$ cat src/rtl/bta_op_scheduler.sv
// Operand sequencer for the external N-operand binary-tree CLA adder.
// It packs serial operands into slots, waits out the adder latency and then holds the captured sum for the consumer.
module bta_op_scheduler #(
  parameter int unsigned N   = 32,
  parameter int unsigned M   = 16,
  parameter int unsigned LAT = 2
) (
  input  logic                     clk,
  input  logic                     rst,
  input  logic                     in_valid,
  output logic                     in_ready,
  input  logic [M-1:0]             in_data,
  input  logic                     in_last,
  output logic [N*M-1:0]           adder_ops,
  output logic                     adder_cin,
  input  logic [M+$clog2(N)-1:0]   adder_sum,
  input  logic                     adder_carry,
  output logic                     out_valid,
  input  logic                     out_ready,
  output logic [M+$clog2(N):0]     out_sum,
  output logic [$clog2(N):0]       out_count,
  output logic                     busy
);

  localparam int unsigned IW   = $clog2(N);
  localparam int unsigned CW   = IW + 1;
  localparam int unsigned SW   = M + IW + 1;
  localparam int unsigned LATW = $clog2(LAT + 1);

  typedef enum logic [1:0] {
    S_COLLECT = 2'd0,
    S_COMPUTE = 2'd1,
    S_DONE    = 2'd2
  } state_t;

  state_t            state_q, state_d;
  logic [IW-1:0]     idx_q, idx_d;
  logic [N*M-1:0]    ops_q, ops_d;
  logic [LATW-1:0]   cnt_q, cnt_d;
  logic [SW-1:0]     sum_q, sum_d;
  logic [CW-1:0]     count_q, count_d;
  logic              out_valid_q, out_valid_d;
  logic              in_ready_q, in_ready_d;
  logic              busy_q, busy_d;

  // State and datapath registers
  always_ff @(posedge clk) begin
    if (rst) begin
      state_q     <= S_COLLECT;
      idx_q       <= '0;
      ops_q       <= '0;
      cnt_q       <= '0;
      sum_q       <= '0;
      count_q     <= '0;
      out_valid_q <= 1'b0;
      in_ready_q  <= 1'b1;
      busy_q      <= 1'b0;
    end else begin
      state_q     <= state_d;
      idx_q       <= idx_d;
      ops_q       <= ops_d;
      cnt_q       <= cnt_d;
      sum_q       <= sum_d;
      count_q     <= count_d;
      out_valid_q <= out_valid_d;
      in_ready_q  <= in_ready_d;
      busy_q      <= busy_d;
    end
  end

  // Next-state and registered-output logic
  always_comb begin
    state_d     = state_q;
    idx_d       = idx_q;
    ops_d       = ops_q;
    cnt_d       = cnt_q;
    sum_d       = sum_q;
    count_d     = count_q;
    out_valid_d = out_valid_q;

    case (state_q)
      S_COLLECT: begin
        if (in_valid && in_ready_q) begin
          ops_d[32'(idx_q) * M +: M] = in_data;
          idx_d = idx_q + IW'(1);
          if ((idx_q == IW'(N - 1)) || in_last) begin
            state_d = S_COMPUTE;
            count_d = CW'(idx_q) + CW'(1);
            cnt_d   = LATW'(LAT);
          end
        end
      end
      S_COMPUTE: begin
        // The final operand landed LAT-cnt_q edges ago; sample on the LAT-th edge.
        if (cnt_q == LATW'(1)) begin
          sum_d       = {adder_carry, adder_sum};
          out_valid_d = 1'b1;
          state_d     = S_DONE;
        end else begin
          cnt_d = cnt_q - LATW'(1);
        end
      end
      S_DONE: begin
        if (out_ready) begin
          out_valid_d = 1'b0;
          ops_d       = '0;
          idx_d       = '0;
          state_d     = S_COLLECT;
        end
      end
      default: begin
        state_d = S_COLLECT;
      end
    endcase

    in_ready_d = (state_d == S_COLLECT);
    busy_d     = (state_d != S_COLLECT) || (idx_d != '0);
  end

  assign adder_ops = ops_q;
  assign adder_cin = 1'b0;
  assign out_valid = out_valid_q;
  assign out_sum   = sum_q;
  assign out_count = count_q;
  assign in_ready  = in_ready_q;
  assign busy      = busy_q;

endmodule

$ cat config.mk
export PLATFORM = sky130hd
export DESIGN_NAME = bta_op_scheduler
export DESIGN_NICKNAME = d
export VERILOG_FILES = /design/src/rtl/bta_op_scheduler.sv
export SDC_FILE = /design/constraint.sdc
export NUM_CORES = 1
export LEC_CHECK = 0
export ABC_CLOCK_PERIOD_IN_PS = 4900
export CORE_ASPECT_RATIO = 2
export CORE_MARGIN = 2
export CORE_UTILIZATION = 25
export DETAILED_ROUTE_END_ITERATION = 10
export DONT_BUFFER_PORTS = 1
export SKIP_LAST_GASP = 1
export SLEW_MARGIN = 20
export SYNTH_ARGS = -nofsm -noshare
export SYNTH_HDL_FRONTEND = slang
export SYNTH_SLANG_ARGS = --single-unit
$ cat constraint.sdc
create_clock -name clk -period 4.9 [get_ports clk]
set_input_delay 0.735 -clock clk [delete_from_list [all_inputs] [get_ports clk]]
set_output_delay 0.735 -clock clk [all_outputs]
set_load 0.01 [all_outputs]
# Word-level counts from Yosys, hierarchy flattened
# Index checks and enable logic that the tools add are counted.
# totals
reg_bits	552
input_bits	43
output_inout_bits	544
word_cells	58
# op_classes
n_addsub	4
eq_ne	9
shifts	2
n_mux	19
reduce_logical	15
# op_table
operator	count
512-bit two-way mux	2
512-bit case mux with 2 select lines	1
512-bit bitwise mux	1
16-bit by 34-bit variable shift with 512-bit output, first input constant	1
16-bit by 34-bit indexed part select with 512-bit output	1
9-bit negation with 34-bit output	1
2-bit two-way mux	7
5-bit two-way mux	2
2-bit inequality test, second input constant	5
5-bit case mux with 2 select lines	1
3-bit AND reduction	3
2-bit nonzero test	4
5-bit by 1-bit adder with 6-bit output, second input constant	1
2-bit case mux with 3 select lines	1
5-bit by 1-bit adder with 5-bit output, second input constant	1
5-bit == test, second input constant	1
5-bit nonzero test	1
2-bit by 1-bit == test with 1-bit output, second input constant	2
2-bit zero test	2
2-bit case mux with 2 select lines	1
4-bit AND reduction	1
2-bit == test, second input constant	1
1-bit logical OR	2
1-bit two-way mux	2
4 further kinds	4

# Logic depth before layout (Yosys ltp)
# Gate-level depths: netlist (run 1).
# logic_depth
word_depth	7
mapped_depth	14
depth_no_buf	10

# Worst setup path after synthesis (run 1)
# Ideal clock, no wire load.
# synth_timing
path_type	register -> register
startpoint	register idx_q[0]
endpoint	register ops_q[326], in the netlist adder_ops[326]
setup_time_ps	117
t_arrival_ps	3045
t_required_ps	4783
setup_slack_ps	1738
path_stages_with_launch	13
path_buffers	4
synth_period_minus_slack_ps	3162
cell_sequence	dfxtp_1 -> buf_2 -> buf_1 -> inv_1 -> ha_1 -> nor2b_1 -> nor2b_1 -> ha_1 -> nor3_1 -> clkbuf_1 -> a21oi_1 -> clkbuf_1 -> a32o_1
# synth_via
elab_chain_cells	5
word_cells_on_any_way	6
classes_between	add/sub: 1; shift: 2; mux: 3
# synth_lines
element	line	source
from (decl)	37	logic [IW-1:0] idx_q, idx_d;
from (signal assigned)	60	idx_q <= idx_d;
9-bit negation with 34-bit output *	84	ops_d[32'(idx_q) * M +: M] = in_data;
16-bit by 34-bit indexed part select with 512-bit output or 16-bit by 34-bit variable shift with 512-bit output (tied branches)	84	
512-bit bitwise mux *	84	
512-bit two-way mux *	83	if (in_valid && in_ready_q) begin
512-bit case mux with 2 select lines *	81	case (state_q)
to (signal assigned)	61	ops_q <= ops_d;
to (decl)	38	logic [N*M-1:0] ops_q, ops_d;
# Mark *: on every way between the ends. The rest lies on a longest branch, timed or not. The select of a mux whose other input is x is not followed.
# A chain may end at the register's enable or synchronous reset.

# Worst setup path after layout (run 1)
# layout_timing
startpoint	register idx_q[0]
endpoint	register ops_q[282], in the netlist adder_ops[282]
# The elaborated chain is that of the path after synthesis.

==> results of run 1 <==
-- path summary, 6_finish.rpt --
kind                             from                          end  slack (ns)  cells after the start
min reg2reg  out_sum[12]$_SDFFE_PP0P_     out_sum[12]$_SDFFE_PP0P_        0.50                      2
max reg2reg       idx_q[0]$_SDFF_PP0_  adder_ops[282]$_SDFFE_PP0P_        0.67                      9
min                     adder_sum[12]     out_sum[12]$_SDFFE_PP0P_        0.25                      2
max               idx_q[0]$_SDFF_PP0_  adder_ops[282]$_SDFFE_PP0P_        0.67                      9
-- cells by family after synthesis --
logic type,Yosys count,share of synthesized area
AO/OA/AOI/OAI,599,0.277
XOR/XNOR,4,0.00231
adder cells (fa/ha/maj),5,0.00339
buffers and inverters,159,0.0355
flip-flops,552,0.599
other,1,0.000203
AND/OR/NAND/NOR,310,0.0821
-- flip-flops by register name (all words and copies together), names as in the netlist --
| register | cells |
|---|---|
| state_q | 2 |
| out_count | 6 |
| idx_q | 5 |
| adder_ops | 512 |
| cnt_q | 2 |
| busy | 1 |
| out_valid | 1 |
| out_sum | 22 |
| in_ready | 1 |
-- through the flow --
stage	utilization	instance area [um2]	power (mW)
6_report	0.294	21400	9.27
5_1_grt	0.294	21400	9.54
3_3_place_gp	0.270	19700	5.20
3_5_place_dp	0.270	19700	5.21
2_1_floorplan	-	18400	4.95
4_1_cts	0.294	21400	9.35
-- report_power, final --
group          internal [mW]  switching [mW]  total, mW
Sequential              4.50          0.0309       4.53
Clock                   2.32            1.82       4.15
Combinational          0.126           0.462      0.589
-- cell usage in the layout, fill, tap and decap left out, types with 13 or more instances in the layout --
| cell type | count |
|---|---|
| o21ai_0 | 36 |
| nor3_1 | 35 |
| nand2b_1 | 21 |
| nor2_1 | 56 |
| nand2_1 | 113 |
| a21o_1 | 17 |
| o2bb2ai_1 | 111 |
| a22o_1 | 177 |
| a21oi_1 | 49 |
| a32o_1 | 175 |
| buf_4 | 75 |
| dfxtp_1 | 552 |
| clkbuf_8 | 13 |
| clkbuf_16 | 51 |
-- metal layers --
metal  vias up  global-route usage
met1      7183               0.213
met4         0               0.115
met3       214              0.0827
li1       6159                   -
met5         -                   0
met2       892               0.368
-- final cells by class --
type,count,area [um2],share of cell area
Timing Repair Buffer,76,583,0.0272
Multi-Input combinational cell,919,6900,0.322
Clock buffer,67,1470,0.0684
Antenna cell,1,2.50,0.000117
Sequential cell,552,11100,0.516
Clock inverter,21,250,0.0117
Tap cell,923,1150,0.0539
Inverter,7,26.3,0.00123
-- worst reg2reg max path, delay by kind of cell, from the launching register on --
family	cells	cell delay (ns)
simple gates	5	2.07
buf+inv	1	0.14
flops	1	0.78
fa+ha+maj	2	0.78
compound gates	1	0.38
==> reports/metrics.csv, run 1 <==
metric,value,unit
status,finished clean,
Worst Path Buf+Inv,1,
peak supply drop,286,uV
FILL cells,7497,
Final WS setup,0.670,ns
Die ar.,0.0761,mm2
Post-CTS Resized,0,
crit end category,flip-flop,
met2 routed WL,41200,um
"Seq/Total Area, Yosys",0.599,
Hold Path Class,input port to flip-flop,
vias in the first global route,14700,
num rows,140,
"Primary FF master, synth",dfxtp_1,
core area,0.0729,mm2
Synth cell types,61,
"FFs w/ async S/R, synth",0,
Area Growth Syn to Fin,16.3,%
clk root buf,clkbuf_16,
Post-synth top cells,"dfxtp_1, a22o_1, a32o_1",
Setup TNS,0,ns
post-synthesis net count,1678,
Yosys top cell by area,dfxtp_1,
Max Cap Viol,0,
Crit Path Max Fanout,20,
Die Width,196,um
final setup fails,0,
DRC violations left,0,
Power Dens Cells,433,mW/mm2
CP top delay family,simple AND/OR/NAND/NOR gates,
top sig layer,met4,
DR vias,14400,
gr ovfl total,0,
Synth area leaders,"dfxtp_1, a32o_1, a22o_1",
Initial Util,0.253,
Fmax,0.236,GHz
Slew @ Worst Pin,1.12,ns
Worst path max stage delay,0.78,ns
final hold violation count,0,
Relative slew margins,0.252,
Ports,587,
Finished Layout Cells,2566,
clock-pin slew on the worst setup and hold paths,0.08,ns
final net count,1653,
die height,388,um
Post-CTS Setup Repair Bufs,0,
WL met3,8860,um
Setup CP Type,flip-flop to flip-flop,
worst path cell trace,inv_1 > ha_1 > nor2b_1 > nor2b_1 > ha_1 > or3_1 > nor3_4 > nand3_1 > o21ai_0,
cts bufs inserted,49,
"FF+latch count, synth",552,
Vias per Instance,5.63,
"antenna viol nets, final",0,
Setup WS pre-CTS,0.717,ns
hold_ws,0.251,ns
min Tclk post-route,4.23,ns
yosys warns,0,
DR iter-0 viols,830,
CTS sink cnt,552,
Total Wirelength,83300,um
Setup Skew,0.0206,ns
GRT Overall Usage,0.210,
"count leader, synth",dfxtp_1,
crit start category,flip-flop,
detailed placement HPWL,60400,um
RSZ-0062 raised after global routing,false,
DP Cell Count,2476,
pin count of the biggest net entering global routing,82,
Final Max Tran Viols,0,
"Clk Latency, worst-skew pair",0.61,ns
arrival time at the worst endpoint,4.75,ns
Hold Buf Count CTS,0,
crit path max-delay cell type,dfxtp_1,
TritonRoute pass-1 iters,5,
synthesized instance count,1630,
post-synthesis cell area,0.0184,mm2
Post-synth EDFFs,0,
first-pass GRT wire length,114000,um
layout cell share with drive strength beyond 1,0.130,
initial antenna violation count,0,
CTS tree,done,
WL/cell,32.4,um
GP Congestion,0.904,
M1 WL,28600,um
Yosys top cell area share,0.599,
"Req. time, crit path",5.42,ns
clock tree buffer depth,3,
H-Tree Depth,2,
syn_area_per_cell,11.3,um2
leakage,7.56,nW
Tcrit/Tclk final,0.863,
IO buf count,0,
Note: power is estimated with default switching activity, not from simulation.
==> inputs of run 2 (changes only) <==
--- a/config.mk
+++ b/config.mk
@@ -6,10 +6,9 @@
 export NUM_CORES = 1
 export LEC_CHECK = 0
 export ABC_CLOCK_PERIOD_IN_PS = 4900
-export CORE_ASPECT_RATIO = 2
-export CORE_MARGIN = 2
-export CORE_UTILIZATION = 25
+export CORE_AREA = 2 2 226 228
 export DETAILED_ROUTE_END_ITERATION = 10
+export DIE_AREA = 0 0 228 230
 export DONT_BUFFER_PORTS = 1
 export SKIP_LAST_GASP = 1
 export SLEW_MARGIN = 20
==> reports/metrics.csv, run 2 (synthesis results as in run 1) <==
metric,value,unit,change
status,finished clean,,unchanged
IO buf count,0,,unchanged
TritonRoute pass-1 iters,5,,unchanged
first-pass GRT wire length,102000,um,"was 114,000 um"
cts bufs inserted,56,,was 49
gr ovfl total,0,,unchanged
CTS sink cnt,552,,unchanged
"Clk Latency, worst-skew pair",0.61,ns,about the same
WL/cell,30.9,um,was 32.4 um
Relative slew margins,0.292,,was 0.252
Setup TNS,0,ns,unchanged
leakage,7.57,nW,was 7.56 nW
Fmax,0.245,GHz,was 0.236 GHz
Die Width,228,um,was 196 um
DR iter-0 viols,1236,,was 830
detailed placement HPWL,50000,um,"was 60,400 um"
final setup fails,0,,unchanged
hold depth,1,,was 2
clock-pin slew on the worst setup and hold paths,0.06,ns,was 0.08 ns
final net count,1648,,"was 1,653"
GRT Overall Usage,0.261,,was 0.210
Max Cap Viol,0,,unchanged
Setup Skew,0.0146,ns,was 0.0206 ns
FILL cells,4773,,"was 7,497"
arrival time at the worst endpoint,4.60,ns,was 4.75 ns
Final Max Tran Viols,0,,unchanged
final hold violation count,0,,unchanged
Setup CP Type,flip-flop to flip-flop,,unchanged
"antenna viol nets, final",0,,unchanged
Post-CTS Setup Repair Bufs,0,,unchanged
RSZ-0062 raised after global routing,false,,unchanged
"most common cell after layout, fill and taps aside",dfxtp_1,,unchanged
num rows,82,,was 140
Setup WS pre-CTS,0.899,ns,was 0.717 ns
clock tree buffer depth,3,,unchanged
DR vias,14200,,"was 14,400"
Tcrit/Tclk final,0.834,,was 0.863
Crit Path Max Fanout,20,,unchanged
Die ar.,0.0524,mm2,was 0.0761 mm2
R2R setup slack,0.81,ns,was 0.67 ns
clk root buf,clkbuf_16,,unchanged
Hold Buf Count CTS,0,,unchanged
reg2reg path depth,9,,unchanged
most frequent cells in the layout,"dfxtp_1, a22o_1, a32o_1",,unchanged
peak supply drop,335,uV,was 286 uV
initial antenna violation count,2,,was 0
crit start category,flip-flop,,unchanged
core area,0.0499,mm2,was 0.0729 mm2
Slew @ Worst Pin,1.06,ns,was 1.12 ns
DRC violations left,0,,unchanged
Total Wirelength,71800,um,"was 83,300 um"
"Req. time, crit path",5.42,ns,about the same
Vias per Instance,6.11,,was 5.63
CTS tree,done,,unchanged
pin count of the biggest net entering global routing,82,,unchanged
Final WS setup,0.811,ns,was 0.670 ns
min Tclk post-route,4.09,ns,was 4.23 ns
H-Tree Depth,2,,unchanged
max reg flops,512,,unchanged
Initial Util,0.370,,was 0.253
layout cell share with drive strength beyond 1,0.121,,was 0.130
Ports,587,,unchanged
Area Growth Syn to Fin,14.7,%,was 16.3%
crit end category,flip-flop,,unchanged
die height,230,um,was 388 um
Hold Path Class,input port to flip-flop,,unchanged
GP Congestion,0.895,,was 0.904
vias in the first global route,13700,,"was 14,700"
Power Dens Cells,447,mW/mm2,was 433 mW/mm2
Post-CTS Resized,0,,unchanged
-- run 2: metrics by stage --
stage           util  hold slack [ns]  power, mW  instance area (um2)  cells
4_1_cts        0.424            0.201       9.51                21100   2319
3_3_place_gp   0.385            0.460       5.14                19200   2214
6_report       0.424            0.258       9.45                21100   2320
3_5_place_dp   0.386            0.478       5.15                19200   2214
2_1_floorplan      -            0.451       4.95                18400   1630
5_1_grt        0.424            0.221       9.74                21100   2319
-- run 2: area by class of cell --
cell class,count,area [um2],area share
repair buffers,64,480,0.0227
multi-input cells,919,6830,0.323
flip-flops and latches,552,11100,0.523
diodes,1,2.50,0.000118
clock inverters,23,240,0.0114
inverters,7,26.3,0.00124
well taps,672,841,0.0398
clock buffers,82,1670,0.0790
-- run 2: routing by layer --
metal | track usage | share of wire
met5 | 0 | 0
met4 | 0.0807 | 0.027
met3 | 0.0847 | 0.095
met2 | 0.434 | 0.48
met1 | 0.322 | 0.40
-- run 2: path summary, 6_finish.rpt --
check	from	to
setup / recovery	idx_q[0]$_SDFF_PP0_	adder_ops[281]$_SDFFE_PP0P_
setup reg to reg	idx_q[0]$_SDFF_PP0_	adder_ops[281]$_SDFFE_PP0P_
hold reg to reg	cnt_q[1]$_SDFFE_PP0P_	cnt_q[1]$_SDFFE_PP0P_
hold / removal	rst	idx_q[1]$_SDFF_PP0_
-- run 2: critical path: stages, from the launching register on --
cell     delay [ns]
dfxtp_1        0.74
inv_1          0.14
ha_1           0.32
nor2b_1        0.20
nor2b_1        0.18
ha_1           0.48
or3_1          0.56
nor3_4         0.46
nand3_1        0.54
o21ai_0        0.35
-- run 2: power by group --
group / leakage [nW] / switching, mW / internal (mW)
clock: 0.940 / 1.81 / 2.58
combinational: 2.18 / 0.419 / 0.110
sequential: 4.45 / 0.0304 / 4.51
total: 7.57 / 2.26 / 7.19
